`src/rtl/pc_return_stack.sv`:
```
// Return-address stack for the RAT CPU; feeds the PC mux FROM_STACK input.
// Pushes on CALL/interrupt entry, pops on RET/RETIE, with sticky error flags.
module pc_return_stack #(
    parameter int ADDR_W = 10,
    parameter int DEPTH  = 16
) (
    input  logic                    CLK,
    input  logic                    RST,
    input  logic                    PUSH,
    input  logic                    POP,
    input  logic [ADDR_W-1:0]       PUSH_DATA,
    input  logic                    CLR_ERR,
    output logic [ADDR_W-1:0]       FROM_STACK,
    output logic                    EMPTY,
    output logic                    FULL,
    output logic [$clog2(DEPTH):0]  COUNT,
    output logic                    OVERFLOW,
    output logic                    UNDERFLOW
);

    localparam int PTR_W = $clog2(DEPTH);
    localparam int CNT_W = PTR_W + 1;
    localparam logic [CNT_W-1:0] DEPTH_C = CNT_W'(DEPTH);

    generate
        if (DEPTH < 2 || DEPTH > 256 || (DEPTH & (DEPTH - 1)) != 0) begin : g_bad_depth
            $error("pc_return_stack: DEPTH must be a power of two in 2..256");
        end
    endgenerate

    logic [ADDR_W-1:0] mem_q [DEPTH];
    logic [CNT_W-1:0]  count_q, count_d;
    logic              overflow_q, overflow_d;
    logic              underflow_q, underflow_d;

    logic              wr_en;
    logic [PTR_W-1:0]  wr_addr;
    logic [PTR_W-1:0]  top_idx;
    logic              empty;
    logic              full;

    assign empty   = (count_q == '0);
    assign full    = (count_q == DEPTH_C);
    assign top_idx = PTR_W'(count_q - CNT_W'(1));

    // Next-state: push/pop priority resolution and sticky flag update.
    always_comb begin
        count_d     = count_q;
        overflow_d  = CLR_ERR ? 1'b0 : overflow_q;
        underflow_d = CLR_ERR ? 1'b0 : underflow_q;
        wr_en       = 1'b0;
        wr_addr     = top_idx;

        unique case ({PUSH, POP})
            2'b10: begin
                if (!full) begin
                    wr_en   = 1'b1;
                    wr_addr = PTR_W'(count_q);
                    count_d = count_q + CNT_W'(1);
                end else begin
                    overflow_d = 1'b1;
                end
            end
            2'b01: begin
                if (!empty) begin
                    count_d = count_q - CNT_W'(1);
                end else begin
                    underflow_d = 1'b1;
                end
            end
            2'b11: begin
                // Push+pop on an empty stack degenerates to a plain push.
                wr_en = 1'b1;
                if (empty) begin
                    wr_addr = '0;
                    count_d = CNT_W'(1);
                end else begin
                    wr_addr = top_idx;
                end
            end
            default: begin
            end
        endcase
    end

    always_ff @(posedge CLK or posedge RST) begin
        if (RST) begin
            count_q     <= '0;
            overflow_q  <= 1'b0;
            underflow_q <= 1'b0;
        end else begin
            count_q     <= count_d;
            overflow_q  <= overflow_d;
            underflow_q <= underflow_d;
        end
    end

    // Storage is not reset; entries above COUNT are never observed.
    always_ff @(posedge CLK) begin
        if (wr_en) begin
            mem_q[wr_addr] <= PUSH_DATA;
        end
    end

    always_comb begin
        FROM_STACK = empty ? '0 : mem_q[top_idx];
    end

    assign EMPTY     = empty;
    assign FULL      = full;
    assign COUNT     = count_q;
    assign OVERFLOW  = overflow_q;
    assign UNDERFLOW = underflow_q;

endmodule
```
`config.mk`:
```
export PLATFORM = sky130hd
export DESIGN_NAME = pc_return_stack
export DESIGN_NICKNAME = d
export VERILOG_FILES = /design/src/rtl/pc_return_stack.sv
export SDC_FILE = /design/constraint.sdc
export NUM_CORES = 1
export LEC_CHECK = 0
export CORE_MARGIN = 3
export CORE_UTILIZATION = 45
export DETAILED_ROUTE_END_ITERATION = 8
export SLEW_MARGIN = 0
export SYNTH_ARGS = -nofsm -noshare
export SYNTH_HDL_FRONTEND = slang
export SYNTH_SLANG_ARGS = --single-unit
```
`constraint.sdc`:
```
create_clock -name CLK -period 8.8 [get_ports CLK]
set_clock_uncertainty 0.1 [all_clocks]
set_input_delay 2.64 -clock CLK [delete_from_list [all_inputs] [get_ports CLK]]
set_output_delay 2.64 -clock CLK [all_outputs]
set_load 0.01 [all_outputs]
```
### Word level (Yosys, flattened, before mapping)

Memories as Yosys holds them, arrays and structs flattened.
Index checks and enable logic that the tools add are counted.

* word-level logic and storage cells: 34
* memory bits (writable): 160
* memories kept: 1
* output and inout bits: 19
* bits in registers: 7
* input port bits: 15

* muxes and demuxes: 18
* reduce and logical (&&, ||, !) cells: 3
* add/subtract/negate cells: 2
* equal/unequal tests: 7

Memories
* mem_q: depth 16, width 10, rd ports 1, clocked after Yosys merged registers in 0, wr ports 1, RTL line 31 `logic [ADDR_W-1:0] mem_q [DEPTH];`

Operator list (number)
* 2-to-1 mux 5 bit: 3
* case mux 5 bit (3 select lines): 1
* 2-to-1 mux 10 bit: 1
* 2-to-1 mux 1 bit: 9
* 2-to-1 mux 4 bit: 2
* case mux 4 bit (2 select lines): 1
* inequality test 2 bit (second input constant): 3
* adder 5 x 1 -> 5 bit (second input constant): 1
* equality test 5 bit (second input constant): 1
* logical NOT 5 bit: 1
* subtractor 5 x 1 -> 5 bit (second input constant): 1
* equality test 2 bit (second input constant): 2
* AND reduction 4 bit: 1
* nonzero test 3 bit: 1
* equality test 2 x 1 -> 1 bit (second input constant): 1
* case mux 1 bit (2 select lines): 1

### Depth between registers and ports, before layout

* depth after elaboration: 5
* depth in mapped cells: 10
* mapped depth without buffers: 7

### Worst setup path before layout

No wires, ideal clock.

* path type: register to output
* start: register count_q[0], in the netlist COUNT[0]
* end: output port FROM_STACK[7]
* arrival time: 2.280 ns
* slack: 3.780 ns
* path buffers: 3
* required time: 6.060 ns
* stages on the path, launching flop included: 10
* cell sequence: dfrtp_1 -> buf_2 -> clkinv_1 -> ha_1 -> buf_2 -> buf_1 -> nor2_1 -> a32oi_1 -> nand4_1 -> o21ai_0

* word-level cells in the longest chain between the ends: 3
* elaborated cells between the ends (all ways): 4
* those cells by class: add/sub (1); mux (1); reduce/logical (1); memory (1)

RTL lines
* from (decl): RTL line 32 `logic [CNT_W-1:0] count_q, count_d;`
* from (signal assigned): RTL line 92 `count_q <= count_d;`
* subtractor 5 x 1 -> 5 bit
* memory (16 x 10 bit)
* 2-to-1 mux 10 bit (*): RTL line 106 `FROM_STACK = empty ? '0 : mem_q[top_idx];`
* to (decl): RTL line 13 `output logic [ADDR_W-1:0] FROM_STACK,`

Every way passes the cells marked *; elsewhere a longest branch is shown, timed or not.

### Worst setup path after layout

Ends and elaborated chain as after synthesis.

==> impl_metrics.json <==
{
  "slew_viol_final": 0,
  "cp_max_fo": 9,
  "clk_path_buf_depth": 2,
  "ios": 34,
  "r2r_slack_ps": 5130,
  "max_freq_mhz": 150,
  "numCtsBuffers": 17,
  "vdd_drop_max_mv": 0.182,
  "seqCellArea_um2": 4980,
  "hold_buffers": 0,
  "grt-ovfl-total": 0,
  "worstSetupPathType": "flip-flop to primary output",
  "wl_per_cell_um": 23.2,
  "grt_pass1_wl_mm": 24.0,
  "synth_top_cell_by_area": "edfxtp_1",
  "pwr_density_cell_nw_per_um2": 381,
  "hold_viol_final": 0,
  "clock-sinks": 167,
  "leakage_nw": 2.69,
  "antenna_found_initial": 0,
  "final_antenna_net_count": 0,
  "synth_nets": 456,
  "diodes": 0,
  "fp.dieW_um": 131,
  "period_minus_slack_ps": 6650,
  "start_util": 0.470,
  "routed_wl_mm": 15.6,
  "ys_warn_count": 0,
  "setup_viol": 0,
  "start_kind": "flip-flop",
  "drc": 0,
  "path_clk_slew_ps": 60,
  "syn-instance-count": 438,
  "htree_levels": 4,
  "die_h_um": 131,
  "multi_input_area_um2": 1880,
  "hpwl_mm": 9.67,
  "hold_class": "flip-flop to flip-flop",
  "synth_edf_count": 160,
  "synth_top_cells_by_count": "edfxtp_1 (160), nand2_1 (47), mux2i_1 (29)",
  "cts_setup_buffers": 0,
  "fin_tns_setup_ps": 0,
  "netlist_top_cells_area": "edfxtp_1 (69%), mux4_2 (7.4%), mux2i_1 (4.2%)",
  "slew_headroom": 0.168,
  "required_ps": 6060,
  "synth_most_common_cell": "edfxtp_1",
  "die-area_um2": 17100,
  "nFillCells": 1180,
  "drive_above_1_share": 0.141,
  "yosys_register_bits": 167,
  "async_flop_share": 0.0419,
  "core.rowCount": 44,
  "grt_max_degree": 37,
  "coreArea_um2": 14900,
  "synth.cell_area_um2": 6980,
  "place_ws_ps": 2670,
  "io_buffers": 33,
  "nets": 494,
  "clock_latency_ps": 420,
  "yosys_most_used_dff": "edfxtp_1",
  "status": "finished clean",
  "cap_violations": 0,
  "worst_setup_path_end_kind": "primary output",
  "first_pass_iters": 5,
  "drtIter0Drc": 380,
  "cts_root_buffer": "clkbuf_16",
  "synth.avg_cell_area_um2": 15.9,
  "global_route.usage.total": 0.196,
  "area_growth_pct": 16.5,
  "vias_per_cell": 5.84,
  "fin_crit_sh": 0.756,
  "timing.final.ws_setup_ps": 2150,
  "vias": 3929,
  "worst_pin_slew_ps": 1240,
  "synth_top_area_frac": 0.688,
  "cts_resized": 0,
  "ys_types": 51,
  "synth_seq_area_share": 0.713,
  "cts_tree": "built",
  "rsz0062_at_grt": "false",
  "grt_pass1_vias": 3943,
  "gp_congestion": 0.829,
  "cp.arrival_ps": 3910
}
## power breakdown
group / switching, mW / internal [mW] / total (mW) / leakage [nW]
Combinational: 0.754 / 0.562 / 1.32 / 0.869
Sequential: 0.0454 / 0.971 / 1.02 / 1.53
Clock: 0.288 / 0.478 / 0.766 / 0.294
Total: 1.09 / 2.01 / 3.10 / 2.69
## final timing paths
check | depth (start not counted) | endpoint | start
min in group asynchronous | 2 | OVERFLOW$_DFF_PP0_ | RST
max | 8 | FROM_STACK[7] | COUNT[0]$_DFFE_PP0P_
min reg2reg | 2 | UNDERFLOW$_DFF_PP0_ | UNDERFLOW$_DFF_PP0_
max in group asynchronous | 2 | COUNT[0]$_DFFE_PP0P_ | RST
min | 2 | UNDERFLOW$_DFF_PP0_ | UNDERFLOW$_DFF_PP0_
max reg2reg | 7 | mem_q[8][0]$_DFFE_PP_ | COUNT[1]$_DFFE_PP0P_
## state kept, by name, indices dropped and copies added, names as in the netlist
signal / count
mem_q: 160
COUNT: 5
UNDERFLOW: 1
OVERFLOW: 1
## logic make-up after synthesis
| family | Yosys count | share of synthesized area |
|---|---|---|
| multiplexers | 52 | 0.116 |
| buffers and inverters | 32 | 0.0217 |
| flip-flops | 167 | 0.713 |
| AND/OR/NAND/NOR | 129 | 0.0890 |
| XOR/XNOR | 3 | 0.00376 |
| AO/OA/AOI/OAI | 52 | 0.0514 |
| adder cells (fa/ha/maj) | 3 | 0.00537 |
## metrics by stage
stage,hold WS (ps),instance area [um2],util,power (mW),instances
5_1_grt,470,8140,0.547,3.26,673
2_1_floorplan,449,6980,-,1.86,438
3_3_place_gp,428,7520,0.506,2.35,641
6_report,439,8140,0.547,3.10,673
3_5_place_dp,436,7520,0.506,2.36,641
4_1_cts,445,8140,0.547,3.13,673
## cells in the final DEF (no fill, tap or decap), types with 8 or more instances in the layout
| master | n |
|---|---|
| edfxtp_1 | 160 |
| clkdlybuf4s50_1 | 33 |
| mux4_2 | 23 |
| nand3_1 | 23 |
| buf_4 | 10 |
| nand2_1 | 47 |
| a22oi_1 | 8 |
| nor2_1 | 21 |
| o21ai_0 | 13 |
| mux2i_1 | 29 |
| nand4_1 | 9 |
| clkbuf_16 | 17 |
## per-layer routing
layer | vias to the layer above | GRT usage | part of all wire
met5 | - | 0 | 0
met4 | 0 | 0.0690 | 0.016
met3 | 20 | 0.0370 | 0.044
met2 | 98 | 0.295 | 0.48
met1 | 2021 | 0.289 | 0.46
li1 | 1790 | - | -
## final cells by class
type	instances	area share
Tap cell	184	0.0283
Clock inverter	7	0.0146
Inverter	8	0.00369
Sequential cell	167	0.612
Clock buffer	25	0.0609
Timing Repair Buffer	43	0.0498
Multi-Input combinational cell	239	0.231
## critical path, stage by stage (launching register included)
cell	delay, ps
dfrtp_2	360
clkinv_1	190
ha_1	360
or3b_1	440
nor2_1	200
nor2_1	790
nand4_1	360
o21ai_0	210
clkdlybuf4s50_1	580
No activity file was read; power rests on OpenSTA's default activity.
